$ cat config.mk
export PLATFORM = sky130hd
export DESIGN_NAME = shifter_arbiter
export DESIGN_NICKNAME = d
export VERILOG_FILES = /design/src/rtl/shifter_arbiter.sv
export SDC_FILE = /design/constraint.sdc
export NUM_CORES = 1
export LEC_CHECK = 0
export BUFFER_PORTS_ARGS = -buffer_cell sky130_fd_sc_hd__buf_2
export CAP_MARGIN = 20
export CORE_MARGIN = 2
export CORE_UTILIZATION = 40
export CTS_BUF_LIST = sky130_fd_sc_hd__clkbuf_16
export DETAILED_ROUTE_END_ITERATION = 6
export GPL_ROUTABILITY_DRIVEN = 0
export HOLD_SLACK_MARGIN = 0.02
export PLACE_DENSITY = 0.76
export SYNTH_ARGS = -nofsm -noshare
export SYNTH_HDL_FRONTEND = slang
export SYNTH_SLANG_ARGS = --single-unit
export TNS_END_PERCENT = 1
$ cat constraint.sdc
create_clock -name clk -period 2.3 [get_ports clk]
set_input_delay 0.46 -clock clk [delete_from_list [all_inputs] [get_ports clk]]
set_output_delay 0.46 -clock clk [all_outputs]
set_load 0.005 [all_outputs]
$ cat src/rtl/shifter_arbiter.sv
// shifter_arbiter: round-robin front end for one shared combinational barrel
// shifter. It grants one requester, issues its operands to the shifter from
// registers, captures the result, and returns it tagged with the requester id.
module shifter_arbiter #(
  parameter  int WIDTH = 32,
  parameter  int REQS  = 4,
  localparam int SW    = $clog2(WIDTH),
  localparam int IW    = $clog2(REQS)
) (
  input  logic                 clk,
  input  logic                 rst_n,
  input  logic [REQS-1:0]      req_valid,
  output logic [REQS-1:0]      req_ready,
  input  logic [REQS*WIDTH-1:0] req_a,
  input  logic [REQS*SW-1:0]   req_shamt,
  input  logic [REQS*2-1:0]    req_op,
  output logic [WIDTH-1:0]     sh_a,
  output logic [SW-1:0]        sh_shamt,
  output logic [1:0]           sh_op,
  input  logic [WIDTH-1:0]     sh_result,
  output logic                 resp_valid,
  input  logic                 resp_ready,
  output logic [WIDTH-1:0]     resp_data,
  output logic [IW-1:0]        resp_id,
  output logic                 busy
);

  typedef enum logic [1:0] {IDLE, EXEC, RESP} st_t;

  // Operands captured at grant; the shifter is fed only from here.
  typedef struct packed {
    logic [WIDTH-1:0] a;
    logic [SW-1:0]    shamt;
    logic [1:0]       op;
    logic [IW-1:0]    id;
  } iss_t;

  st_t  state, state_nx;
  iss_t iss;
  logic [IW-1:0] rr_ptr;
  logic [IW-1:0] gnt_idx;
  logic [IW-1:0] cand;
  logic          gnt_hit;
  logic          accept;

  logic [REQS-1:0][WIDTH-1:0] a_l;
  logic [REQS-1:0][SW-1:0]    shamt_l;
  logic [REQS-1:0][1:0]       op_l;

  // Unpack the flat per-requester buses into indexable lanes.
  for (genvar i = 0; i < REQS; i++) begin : g_lane
    assign a_l[i]     = req_a[i*WIDTH +: WIDTH];
    assign shamt_l[i] = req_shamt[i*SW +: SW];
    assign op_l[i]    = req_op[i*2 +: 2];
  end

  // First valid requester at or above rr_ptr, wrapping; the IW-bit sum wraps
  // naturally because REQS is a power of two.
  always_comb begin
    gnt_hit = 1'b0;
    gnt_idx = '0;
    cand    = '0;
    for (int k = 0; k < REQS; k++) begin
      cand = rr_ptr + IW'(k);
      if (!gnt_hit && req_valid[cand]) begin
        gnt_hit = 1'b1;
        gnt_idx = cand;
      end
    end
  end

  assign accept = (state == IDLE) && gnt_hit;

  // State register.
  always_ff @(posedge clk or negedge rst_n) begin
    if (!rst_n) state <= IDLE;
    else        state <= state_nx;
  end

  // Next-state logic: grant, one execute cycle, then hold until consumed.
  always_comb begin
    state_nx = state;
    case (state)
      IDLE:    if (gnt_hit)    state_nx = EXEC;
      EXEC:                    state_nx = RESP;
      RESP:    if (resp_ready) state_nx = IDLE;
      default:                 state_nx = IDLE;
    endcase
  end

  // Output decode: ready only toward the granted, currently valid requester.
  always_comb begin
    req_ready = '0;
    if (accept) req_ready[gnt_idx] = 1'b1;
    busy = (state != IDLE);
  end

  // Issue registers and round-robin pointer advance on acceptance.
  always_ff @(posedge clk or negedge rst_n) begin
    if (!rst_n) begin
      iss    <= '0;
      rr_ptr <= '0;
    end else if (accept) begin
      iss.a     <= a_l[gnt_idx];
      iss.shamt <= shamt_l[gnt_idx];
      iss.op    <= op_l[gnt_idx];
      iss.id    <= gnt_idx;
      rr_ptr    <= gnt_idx + 1'b1;
    end
  end

  assign sh_a     = iss.a;
  assign sh_shamt = iss.shamt;
  assign sh_op    = iss.op;

  // Response capture in EXEC; valid drops on the consuming edge, data holds.
  always_ff @(posedge clk or negedge rst_n) begin
    if (!rst_n) begin
      resp_valid <= 1'b0;
      resp_data  <= '0;
      resp_id    <= '0;
    end else if (state == EXEC) begin
      resp_valid <= 1'b1;
      resp_data  <= sh_result;
      resp_id    <= iss.id;
    end else if (state == RESP && resp_ready) begin
      resp_valid <= 1'b0;
    end
  end

endmodule

Word-level counts from Yosys, hierarchy flattened
Index checks and enable logic that the tools add are counted.

word-level totals
  bits in writable memories = 0
  memory bits (read-only) = 0
  logic and storage cells = 66
  bits in latches = 0
  register bits after elaboration = 80
  memories kept = 0
  input bits = 195

cells by class
  reduce and logical (&&, ||, !) cells = 13
  multiply operators = 0
  eq/ne operators = 4
  order comparisons = 6
  mux-type cells = 30
  div/mod/pow operators = 0
  bitwise gates (word level) = 0
  shifts and indexed selects = 0
  $add $sub $neg = 4

operators by type and width
  kind                                                  number
  binary-select mux 32 bit (select 2 bit)               1
  2-to-1 mux 32 bit                                     1
  < comparator 2 x 3 -> 1 bit (second input constant)   5
  2-to-1 mux 2 bit                                      7
  2-to-1 mux 1 bit                                      11
  binary-select mux 5 bit (select 2 bit)                1
  binary-select mux 1 bit (select 2 bit)                4
  logical AND 1 bit                                     6
  one-hot mux 2 bit (3 select lines)                    1
  2-to-1 mux 5 bit                                      1
  adder 2 x 1 -> 2 bit (second input constant)          2
  adder 2 bit (second input constant)                   2
  binary-select mux 2 bit (select 2 bit)                1
  2-to-1 mux 4 bit                                      1
  inequality test 2 bit (second input constant)         2
  nonzero test 2 bit                                    2
  zero test 1 bit                                       3
  demux 1 bit (select 2 bit)                            1
  == test 2 x 1 -> 1 bit (second input constant)        1
  == test 2 bit (second input constant)                 1
  >= comparator 2 x 1 -> 1 bit (second input constant)  1
  zero test 2 bit                                       1
  AND reduction 2 bit                                   1

Longest topological paths before layout
  word-level depth = 17
  depth in mapped cells = 7
  mapped depth without buffers = 5

Worst setup path after synthesis
No wires, ideal clock.

  kind = register to output
  start = register state[0]
  end = output req_ready[2]
  arrival = 1.590 ns
  buffers on the path = 2
  cell stages (with the launch flop) = 8
  path slack = 0.250 ns
  cells stage by stage = dfrtp_1 or2_2 or2_1 buf_2 inv_2 nand3_1 clkbuf_1 nor2_1

on the way
  cells in the longest elaborated chain, start to end = 3

ends and longest elaborated chain
  what                      line  RTL
  start: declaration        38    st_t state, state_nx;
  start signal: assignment  77    else state <= state_nx;
  zero test 2 bit           72    assign accept = (state == IDLE) && gnt_hit;
  logical AND 1 bit         72
  2-to-1 mux 4 bit          94    if (accept) req_ready[gnt_idx] = 1'b1;
  end: declaration          13    output logic [REQS-1:0] req_ready,

Every way passes these cells.

Worst setup path in the final report
  start = register state[0]
  end = output req_ready[3]

Same word-level chain as after synthesis.

==> flow_metrics.py <==
metrics = {
    "status": {
        "outcome": "finished clean",
    },
    "placed_design": {
        "numPortBuffers": 273,
        "dp_hpwl_mm": 9.07,
        "placed_area_um2": 5590,
    },
    "global_routing": {
        "antenna_found_initial": 0,
        "grt_pass1_wl_mm": 17.7,
        "overflow": 0,
        "grt_max_degree": 50,
        "grt_pass1_vias": 3803,
        "track_usage_pct": 19.3,
    },
    "timing": {
        "worstMarginPinSlew_ns": 0.464,
        "tns_ns": 0,
        "layout_min_cycle_time_ns": 2.22,
        "setup_viol": 0,
        "fmax_ghz": 0.450,
        "hold_viol": 0,
        "finalCritPeriodShare_pct": 96.7,
        "report.final.slew_viol_count": 0,
        "rsz0062_at_grt": "false",
        "maxSlewHeadroom_pct": 69.1,
        "skew_ns": 0.00911,
    },
    "die": {
        "start_util_pct": 40.8,
        "dieArea_um2": 11800,
        "row_count": 38,
        "chipHeight_um": 109,
        "coreArea_um2": 10700,
        "die_x_um": 109,
        "pin_count": 274,
    },
    "clocking": {
        "clk_pin_slew_ns": 0.07,
        "insertion_delay_ns": 0.33,
        "cts_tree": "built",
        "postCtsHoldBufs": 0,
        "cts_buffers": 9,
        "cts_num_sinks": 80,
        "h-tree-depth": 3,
        "clock_path_buffers": 2,
        "root_buffer": "clkbuf_16",
    },
    "worst_setup_path": {
        "cp_top_family": "simple AND/OR/NAND/NOR gates",
        "crit_fanout": 9,
        "crit_path_end_kind": "output port",
        "crit_buf_inv": 2,
        "path_cells": "or2_2, or2_4, inv_2, nand2_2, nor2_1, buf_2",
        "critPathArrivalTime_ns": 1.76,
        "worstPathRequired_ns": 1.84,
        "critPathLaunchType": "register",
        "critical_path_class": "reg -> out",
        "slowest_stage": "dfrtp_1",
        "max_stage_delay_ns": 0.40,
    },
    "power": {
        "powerDensity_nw_per_um2": 1290,
        "power_leakage_nw": 3.19,
        "peakVddDrop_uv": 871,
    },
    "cells_and_area": {
        "multiInputGateArea_um2": 1950,
        "fill_cells": 964,
        "drive_above_1_share_pct": 56.8,
        "antenna_cells": 0,
        "design_area_um2": 5930,
        "ff_latch_area_um2": 2000,
        "synthToLayoutAreaGrowth_pct": 35.2,
        "final_net_count": 802,
    },
    "logic_synthesis": {
        "netlist_area_um2": 4390,
        "syn_avg_cell_area_um2": 11.7,
        "syn-num-nets": 570,
        "synth_edf_count": 0,
        "synth_ff_type": "dfrtp_1",
        "synth_seq_cells": 80,
        "yosysUniqueCellTypes": 29,
        "ys_seq_area_share_pct": 45.6,
        "synthArstFlopShare_pct": 100,
        "yosysWarnings": 0,
        "netlist_instances": 375,
    },
    "routing": {
        "vias": 3809,
        "first_pass_iters": 4,
        "drc_errors": 0,
        "routedWlPerCell_um": 15.4,
        "drt-initial-drc-count": 114,
        "detail-route-antenna-nets": 0,
        "vias_per_cell": 5.07,
        "drt-total-wl_mm": 11.6,
    },
    "job": {
        "cap_violations": 0,
    },
    "hold_path": {
        "hold_class": "in -> async",
    },
}
==> stage by stage <==
stage                     hold slack, ns  setup slack, ns  utilization (%)  std cells  power (W)
after global placement             0.425            0.225             52.1        733    0.00608
final                             0.0611           0.0768             55.2        751    0.00764
after floorplan                    0.164            0.250                -        375    0.00531
after global routing              0.0825          0.00992             55.2        751    0.00820
after detailed placement           0.437            0.102             52.1        733    0.00623
after CTS                         0.0744           0.0122             54.8        748    0.00767
==> cells in the final DEF (no fill, tap or decap), types with 2 or more instances in the layout <==
cell type and instances:
a21oi_1 2, a2bb2oi_1 39, buf_12 2, buf_2 272, buf_4 12, clkbuf_16 9, clkinv_4 2, dfrtp_1 80
inv_1 3, mux2_2 34, mux2i_1 79, nand2_1 8, nor2_1 2, nor2b_1 2, nor3b_1 2, o21ai_0 2
o21ai_1 39, or2_2 2
==> cell families after synthesis <==
logic type,share of synthesized area (%)
and+or+nand+nor,2.48
muxes,26.8
xor gates and xnor gates,0.200
DFF,45.6
AOI/OAI and AO/OA,14.2
buffers and inverters,10.7
==> layer usage <==
layer | vias up | track usage [%] | share of wire, %
li1 | 1789 | - | -
met3 | 20 | 3.11 | 6.0
met4 | 0 | 8.61 | 2.4
met5 | - | 0 | 0
met1 | 1832 | 20.6 | 37
met2 | 168 | 37.1 | 54
==> Yosys cell counts (5+ instances only) <==
cell type / n / area share [%]
nand2_1: 9 / 0.77
buf_6: 8 / 2.1
a2bb2oi_1: 39 / 7.8
dfrtp_1: 80 / 46
buf_1: 5 / 0.43
buf_4: 39 / 6.7
o21ai_1: 39 / 4.5
mux2i_1: 79 / 18
mux2_2: 34 / 8.7
clkbuf_1: 10 / 0.86
==> what timing repair did <==
action | CTS | global route
setup buffers | 0 | 3
pin swaps | 0 | 1
gates cloned | 0 | 0
endpoints found under the setup margin | 4 | 4
resized for setup | 1 | 4
==> worst register-to-register path, cell delays in order (launching register included) <==
cell and delay [ns]:
dfrtp_1 0.44, mux2i_1 0.34, a221o_4 0.25, buf_4 0.41
mux2i_1 0.27, a2bb2oi_1 0.20, o21ai_1 0.08
==> state kept, by name (all words and copies together) (netlist names) <==
name / flops
resp_data: 32
rr_ptr: 2
resp_id: 2
resp_valid: 1
state: 2
sh_a: 32
sh_shamt: 5
iss: 2
sh_op: 2
==> power breakdown <==
part           switching (W)  internal [W]  leakage [nW]  total, W
sequential          0.000357       0.00214         0.962   0.00249
combinational        0.00177       0.00197          2.09   0.00373
clock               0.000575      0.000840         0.142   0.00141
total                0.00270       0.00494          3.19   0.00764
==> cell type report <==
| cell class | instances | share of cell area (%) |
|---|---|---|
| Sequential cell | 80 | 33.8 |
| Multi-Input combinational cell | 226 | 32.9 |
| Timing Repair Buffer | 286 | 25.2 |
| Clock buffer | 9 | 3.80 |
| Tap cell | 140 | 2.95 |
| Clock inverter | 6 | 1.16 |
| Inverter | 4 | 0.253 |
==> final timing paths <==
path | start | end | slack [ns] | cells after the start
worst max-delay path | state[0]$_DFFE_PN0P_ | req_ready[3] | 0.08 | 6
worst min-delay path | rst_n | resp_data[21]$_DFFE_PN0P_ | 0.06 | 1
worst max register to register | rr_ptr[1]$_DFFE_PN0P_ | sh_a[22]$_DFFE_PN0P_ | 0.18 | 6
worst min register to register | iss[1]$_DFFE_PN0P_ | iss[1]$_DFFE_PN0P_ | 0.47 | 2
max in group asynchronous | rst_n | sh_a[19]$_DFFE_PN0P_ | 1.60 | 2
min in group clk | sh_result[27] | resp_data[27]$_DFFE_PN0P_ | 0.36 | 2
Power figures use the tool's default switching activity.
